### src/rtl/wb_project_selector_pkg.sv
// Shared constants and types for the Wishbone project selector: register map,
// CTRL field layout and the guard FSM state encoding.
package wb_project_selector_pkg;

  localparam logic [7:0] OFF_CTRL    = 8'h00;
  localparam logic [7:0] OFF_STATUS  = 8'h04;
  localparam logic [7:0] OFF_SCRATCH = 8'h08;
  localparam logic [7:0] OFF_IO_LO   = 8'h0C;
  localparam logic [7:0] OFF_IO_HI   = 8'h10;

  localparam int CTRL_IDX_LSB = 0;
  localparam int CTRL_IDX_MSB = 3;
  localparam int CTRL_EN_BIT  = 8;

  typedef enum logic [1:0] {
    S_OFF   = 2'd0,
    S_GUARD = 2'd1,
    S_ON    = 2'd2
  } sel_state_e;

  typedef struct packed {
    logic       en;
    logic [3:0] idx;
  } ctrl_t;

endpackage

### src/rtl/sel_guard_fsm.sv
// Break-before-make sequencer: holds every active line low for GUARD_CYCLES
// before raising the one-hot enable of a newly selected project.
module sel_guard_fsm
  import wb_project_selector_pkg::*;
#(
  parameter int NUM_PROJECTS = 8,
  parameter int GUARD_CYCLES = 16
) (
  input  logic                    clk,
  input  logic                    rst_n,
  input  logic                    load_i,
  input  logic                    target_valid_i,
  input  logic [3:0]              idx_i,
  output logic [NUM_PROJECTS-1:0] active_o,
  output logic                    busy_o,
  output sel_state_e              state_o
);

  localparam int CW = (GUARD_CYCLES > 1) ? $clog2(GUARD_CYCLES) : 1;
  localparam logic [CW-1:0] GLOAD = CW'(GUARD_CYCLES - 1);

  sel_state_e              state_q, state_d;
  logic [CW-1:0]           cnt_q, cnt_d;
  logic [3:0]              idx_q, idx_d;
  logic [NUM_PROJECTS-1:0] active_q, active_d;
  logic                    busy_q, busy_d;

  always_comb begin
    state_d = state_q;
    cnt_d   = cnt_q;
    idx_d   = idx_q;
    if (!target_valid_i) begin
      state_d = S_OFF;
    end else begin
      case (state_q)
        S_OFF: begin
          state_d = S_GUARD;
          cnt_d   = GLOAD;
          idx_d   = idx_i;
        end
        S_GUARD: begin
          // A fresh valid write restarts the full guard interval.
          if (load_i) begin
            cnt_d = GLOAD;
            idx_d = idx_i;
          end else if (cnt_q == '0) begin
            state_d = S_ON;
          end else begin
            cnt_d = cnt_q - 1'b1;
          end
        end
        S_ON: begin
          if (load_i && (idx_i != idx_q)) begin
            state_d = S_GUARD;
            cnt_d   = GLOAD;
            idx_d   = idx_i;
          end
        end
        default: state_d = S_OFF;
      endcase
    end
    active_d = (state_d == S_ON) ? (NUM_PROJECTS'(1) << idx_d) : '0;
    busy_d   = (state_d == S_GUARD);
  end

  always_ff @(posedge clk or negedge rst_n) begin
    if (!rst_n) begin
      state_q  <= S_OFF;
      cnt_q    <= '0;
      idx_q    <= '0;
      active_q <= '0;
      busy_q   <= 1'b0;
    end else begin
      state_q  <= state_d;
      cnt_q    <= cnt_d;
      idx_q    <= idx_d;
      active_q <= active_d;
      busy_q   <= busy_d;
    end
  end

  assign active_o = active_q;
  assign busy_o   = busy_q;
  assign state_o  = state_q;

endmodule

### src/rtl/wb_project_selector.sv
// Wishbone classic responder that selects which wrapped project owns the pads,
// with a guarded switchover and a synchronized io_in snapshot for debug.
module wb_project_selector
  import wb_project_selector_pkg::*;
#(
  parameter logic [31:0] BASE_ADDR    = 32'h3000_0000,
  parameter int          NUM_PROJECTS = 8,
  parameter int          GUARD_CYCLES = 16
) (
  input  logic                    wb_clk_i,
  input  logic                    wb_rst_n,
  input  logic                    wbs_stb_i,
  input  logic                    wbs_cyc_i,
  input  logic                    wbs_we_i,
  input  logic [3:0]              wbs_sel_i,
  input  logic [31:0]             wbs_adr_i,
  input  logic [31:0]             wbs_dat_i,
  output logic                    wbs_ack_o,
  output logic [31:0]             wbs_dat_o,
  input  logic [37:0]             io_in,
  output logic [NUM_PROJECTS-1:0] active_o,
  output logic                    busy_o
);

  logic             ack_q, load_q, lo_rd_q;
  logic [31:0]      dat_q, rdata;
  ctrl_t            ctrl_q, ctrl_d;
  logic [31:0]      scratch_q, scratch_d;
  logic [1:0][37:0] sync_q;
  logic [37:0]      snap_q;
  logic             in_win, req, wr, rd, target_valid;
  logic [7:0]       off;
  sel_state_e       state;
  logic             unused_adr;

  assign in_win     = (wbs_adr_i[31:8] == BASE_ADDR[31:8]);
  assign off        = {wbs_adr_i[7:2], 2'b00};
  assign req        = wbs_stb_i & wbs_cyc_i & ~ack_q & in_win;
  assign wr         = req & wbs_we_i;
  assign rd         = req & ~wbs_we_i;
  assign unused_adr = ^wbs_adr_i[1:0];

  assign target_valid = ctrl_q.en & ({1'b0, ctrl_q.idx} < 5'(NUM_PROJECTS));

  always_comb begin
    rdata = '0;
    case (off)
      OFF_CTRL: begin
        rdata[CTRL_IDX_MSB:CTRL_IDX_LSB] = ctrl_q.idx;
        rdata[CTRL_EN_BIT]               = ctrl_q.en;
      end
      OFF_STATUS:  rdata = {13'd0, state, busy_o, 16'(active_o)};
      OFF_SCRATCH: rdata = scratch_q;
      OFF_IO_LO:   rdata = snap_q[31:0];
      OFF_IO_HI:   rdata = {26'd0, snap_q[37:32]};
      default:     rdata = '0;
    endcase
  end

  always_comb begin
    ctrl_d    = ctrl_q;
    scratch_d = scratch_q;
    if (wr) begin
      case (off)
        OFF_CTRL: begin
          if (wbs_sel_i[CTRL_IDX_LSB/8]) ctrl_d.idx = wbs_dat_i[CTRL_IDX_MSB:CTRL_IDX_LSB];
          if (wbs_sel_i[CTRL_EN_BIT/8])  ctrl_d.en  = wbs_dat_i[CTRL_EN_BIT];
        end
        OFF_SCRATCH: begin
          for (int b = 0; b < 4; b++)
            if (wbs_sel_i[b]) scratch_d[8*b +: 8] = wbs_dat_i[8*b +: 8];
        end
        default: ;
      endcase
    end
  end

  always_ff @(posedge wb_clk_i or negedge wb_rst_n) begin
    if (!wb_rst_n) begin
      ack_q     <= 1'b0;
      dat_q     <= '0;
      load_q    <= 1'b0;
      lo_rd_q   <= 1'b0;
      ctrl_q    <= '0;
      scratch_q <= '0;
      sync_q    <= '0;
      snap_q    <= '0;
    end else begin
      ack_q     <= req;
      dat_q     <= rd ? rdata : '0;
      load_q    <= wr & (off == OFF_CTRL);
      lo_rd_q   <= rd & (off == OFF_IO_LO);
      ctrl_q    <= ctrl_d;
      scratch_q <= scratch_d;
      sync_q    <= {sync_q[0], io_in};
      // Hold the snapshot through an IO_LO ack so IO_HI reads the same sample.
      if (!(ack_q & lo_rd_q)) snap_q <= sync_q[1];
    end
  end

  assign wbs_ack_o = ack_q;
  assign wbs_dat_o = dat_q;

  sel_guard_fsm #(
    .NUM_PROJECTS (NUM_PROJECTS),
    .GUARD_CYCLES (GUARD_CYCLES)
  ) u_fsm (
    .clk            (wb_clk_i),
    .rst_n          (wb_rst_n),
    .load_i         (load_q),
    .target_valid_i (target_valid),
    .idx_i          (ctrl_q.idx),
    .active_o       (active_o),
    .busy_o         (busy_o),
    .state_o        (state)
  );

endmodule

### config.mk
export PLATFORM = sky130hd
export DESIGN_NAME = wb_project_selector
export DESIGN_NICKNAME = d
export VERILOG_FILES = /design/src/rtl/wb_project_selector_pkg.sv /design/src/rtl/sel_guard_fsm.sv /design/src/rtl/wb_project_selector.sv
export SDC_FILE = /design/constraint.sdc
export NUM_CORES = 1
export LEC_CHECK = 0
export CAP_MARGIN = 40
export CELL_PAD_IN_SITES_DETAIL_PLACEMENT = 2
export CELL_PAD_IN_SITES_GLOBAL_PLACEMENT = 2
export CORE_MARGIN = 4
export CORE_UTILIZATION = 36
export CTS_CLUSTER_DIAMETER = 30
export DETAILED_ROUTE_END_ITERATION = 10
export GPL_TIMING_DRIVEN = 0
export PLACE_DENSITY_LB_ADDON = 0.1
export RECOVER_POWER = 50
export SLEW_MARGIN = 20
export SYNTH_ARGS = -nofsm -noshare
export SYNTH_HDL_FRONTEND = slang
export SYNTH_SLANG_ARGS = --single-unit
### constraint.sdc
create_clock -name wb_clk_i -period 2.39 [get_ports wb_clk_i]
set_clock_uncertainty 0.1 [all_clocks]
set_input_delay 0.3585 -clock wb_clk_i [delete_from_list [all_inputs] [get_ports wb_clk_i]]
set_output_delay 0.3585 -clock wb_clk_i [all_outputs]
set_load 0.02 [all_outputs]
==> metrics.md <==
| Metric | Value |
|---|---|
| Status | completed |
| Crit path max fanout | 10 |
| Crit path DAT | 2.58 ns |
| #FFs+latches synth | a little over 200 |
| Sequential area share after synthesis | 0.6772 |
| Yosys warning count | 0 |
| R2R depth | 4 |
| CTS buffer count | 44 |
| R2R Setup Slk | roughly 0.1 ns |
| I/O Buffers | 150 |
| DRT iter0 DRCs | 205 |
| CTS tree | done |
| Vias post-DR | 4958 |
| PD cells | 913.5 mW/mm^2 |
| First-pass GRT wire length | between 30000 and 40000 um |
| Slew Viols, Final | 0 |
| Top post-synthesis cells by count | dfrtp_1 (205), mux2_2 (52), nor2_1 (37) |
| RSZ-0062 raised after global routing | yes |
| Drt drc | 0 |
| Top cell type's share of synthesized area | 0.6772 |
| Synth area leaders | dfrtp_1 (68%), mux2_2 (7.7%), mux2_4 (6.3%), a22oi_1 (2.5%), nor4_4 (2.0%) |
| Post-Syn Instances | 498 |
| Clk Latency, worst-skew pair | 0.51 ns |
| CP required | 2.68 ns |
| Clock transition at the registers of the reported paths | 0.05 ns |
| Post-synth EDFFs | 0 |
| H-tree Lvls | 2 |
| Core box area | 0.02049 sq mm |
| Met1 usage | 0.2322 |
| GPL Wtd Cong | roughly 0.75 |
| Die area | approximately 0.023 sq mm |
| Share of layout cells above drive strength 1 | 0.2696 |
| Critical path's slowest cell | buf_1 |
| Main flop type after synthesis | dfrtp_1 |
| Syn avg cell area | 15.21 sq um |
| Measured slew at the worst slew-check pin | 0.7938 ns |
| Finished Layout Cells | 1009 |
| Min-Delay Endpoint | sync_q[66] |
| Initial antenna violation count | 1 |
| Maximum clock path buffer count | 3 |
| Clk sink count | 205 |
| Multi-input combinational cell area | 0.002349 sq mm |
| Worst setup EP type | flip-flop |
| Routed wire length per instance | 22.38 um |
| Die W | 153.1 um |
| All-Layer GR Usage | 0.1936 |
| Mapped cell area | ~0.0076 sq mm |
| Hold path start | sync_q[28] |
| Drt first pass iters | 4 |
| GRT met3 Usage | 0.04439 |
| WL final | between 20000 and 25000 um |
| Static Leak | 4.876 nW |
| Most frequent cell after synthesis | dfrtp_1 |
| Initial Util | 0.3696 |
| CP Cell Sequence | nand2_1 > clkbuf_1 > buf_1 > mux2_2 |
| Row cnt | 52 |
| Slowest stage delay, CP | 0.61 ns |
| Relative slew slack | 0.4708 |
| Die Span Y | approximately 150 um |
| GR peak layer | met2 |
| Setup CP Type | flip-flop to flip-flop |
| Unique masters post-synth | 43 |
| HP Class | flip-flop to flip-flop |
| Max Clk Rate | around 440 MHz |
| Clock period minus worst slack | 2.288 ns |
| Area growth syn-to-layout | 46.73% |
| Critical R2R Launch | wbs_ack_o |
| Period utilization | 0.9572 |
| WHS Path Cells | 0 |
| Max cap viols | 0 |
| Yosys top cell by area | dfrtp_1 |
| Dpl hpwl | 14050 um |
| Grt total ovfl | 0 |
| CTS Root Cell | clkbuf_16 |
| CP Launch Type | flip-flop |
| Critical Path Start | wbs_ack_o |
| Fillcell total | 1856 |
| Final setup vio count | 0 |
| Vias in the first global route | 6094 |
| R2r endpoint | snap_q[18] |
| Largest net degree at the start of global routing | 101 |
| Vias per cell | roughly 4.9 |
| Mapped Nets | 610 |
| Io pins | 153 |
| Met2 usage | 0.3437 |
| Placed Cells | 922 |
| Post-layout nets | slightly above 800 |
| FF/Latch Area | 0.005130 sq mm |
| Async set-reset flop share out of synthesis | 1.000 |
| Final hold vios | 0 |
| Final ANT Viol Nets | 0 |
| Final Util | 0.5423 |
| Peak supply drop | 404.5 uV |
## cells in the final DEF (no fill, tap or decap), types with 14 or more instances in the layout
| cell type | count |
|---|---|
| nor3_1 | 14 |
| nand2_1 | 15 |
| dlygate4sd3_1 | 39 |
| mux2_2 | 52 |
| mux2_4 | 32 |
| a22oi_1 | 25 |
| clkdlybuf4s50_1 | 111 |
| clkbuf_16 | 46 |
| nor2_1 | 37 |
| dfrtp_1 | 205 |
| clkbuf_1 | 15 |
## repair_timing
action,4_1_cts,5_1_grt
setup buffers,2,2
gates resized for setup,5,12
endpoints found under the setup margin,38,44
endpoints found under the hold margin,205,0
cloned,0,0
pin swaps,2,2
hold buffers,1,0
## where the power goes
group / internal, mW / switching (mW) / leakage [nW]
combinational: 0.196 / 0.164 / 1.52
clock: 4.20 / 1.97 / 0.757
sequential: 3.58 / 0.0419 / 2.60
total: 7.97 / 2.18 / 4.88
## metal layers
| layer | up-vias | share of wire | routed length (um) |
|---|---|---|---|
| met2 | 147 | 0.53 | 12000 |
| met1 | 2581 | 0.40 | 9068 |
| met3 | 36 | 0.044 | 989 |
| met4 | 0 | 0.023 | 529 |
| met5 | - | 0 | 0 |
| li1 | 2194 | - | - |
## cell families after synthesis
family,share of synthesized area
DFF,0.6772
and+or+nand+nor,0.09547
muxes,0.1539
AOI/OAI and AO/OA,0.05071
buffers and inverters,0.01635
xor gates and xnor gates,0.004625
adders and majority gates,0.001652
## metrics by stage
| step | setup slack (ns) | power, mW | hold WS, ns | TNS (ns) | cell area (sq um) |
|---|---|---|---|---|---|
| final | 0.1023 | 10.15 | 0.2425 | 0 | 11110 |
| after global routing | -0.02444 | 10.56 | 0.2507 | -0.06729 | 11110 |
| after CTS | 0.02928 | 10.28 | 0.1326 | 0 | 11090 |
| after detailed placement | -0.7805 | 4.042 | 0.06381 | -34.00 | 9493 |
| after global placement | -7.448 | 4.015 | 0.2319 | -1560.52 | 9414 |
| after floorplan | 0.1823 | 3.724 | -0.03709 | 0 | 7575 |
## registers in the layout, indices dropped and copies added (netlist names)
register / cells
load_q: 1
wbs_ack_o: 1
snap_q: 38
u_fsm.idx_q: 4
wbs_dat_o: 32
lo_rd_q: 1
scratch_q: 32
u_fsm.active_o: 8
sync_q: 76
u_fsm.busy_o: 1
u_fsm.cnt_q: 4
u_fsm.state_o: 2
ctrl_q: 5
## worst max-delay path by stage
stage	end	slack, ns	cells after the start
after global routing	ctrl_q[0]	-0.02	7
after detailed placement	ctrl_q[0]	-0.78	6
after floorplan	scratch_q[16]	0.18	4
after global placement	sync_q[33]	-7.45	1
final	snap_q[18]	0.10	4
after CTS	wbs_dat_o[10]	0.03	7
## area by class of cell
type	count	share of cell area
Antenna cell	1	0.0002251
Buffer	23	0.008893
Clock buffer	54	0.1108
Clock inverter	27	0.02679
Inverter	9	0.003040
Multi-Input combinational cell	261	0.2113
Sequential cell	205	0.4616
Tap cell	270	0.03040
Timing Repair Buffer	159	0.1470
## worst max-delay path, delay by kind of cell (launching register included)
kind                   cells  cell delay [ns]
buffers and inverters      2             1.13
and+or+nand+nor            1             0.11
muxes                      1             0.42
DFF                        1             0.41
(Power assumes the default switching activity.)
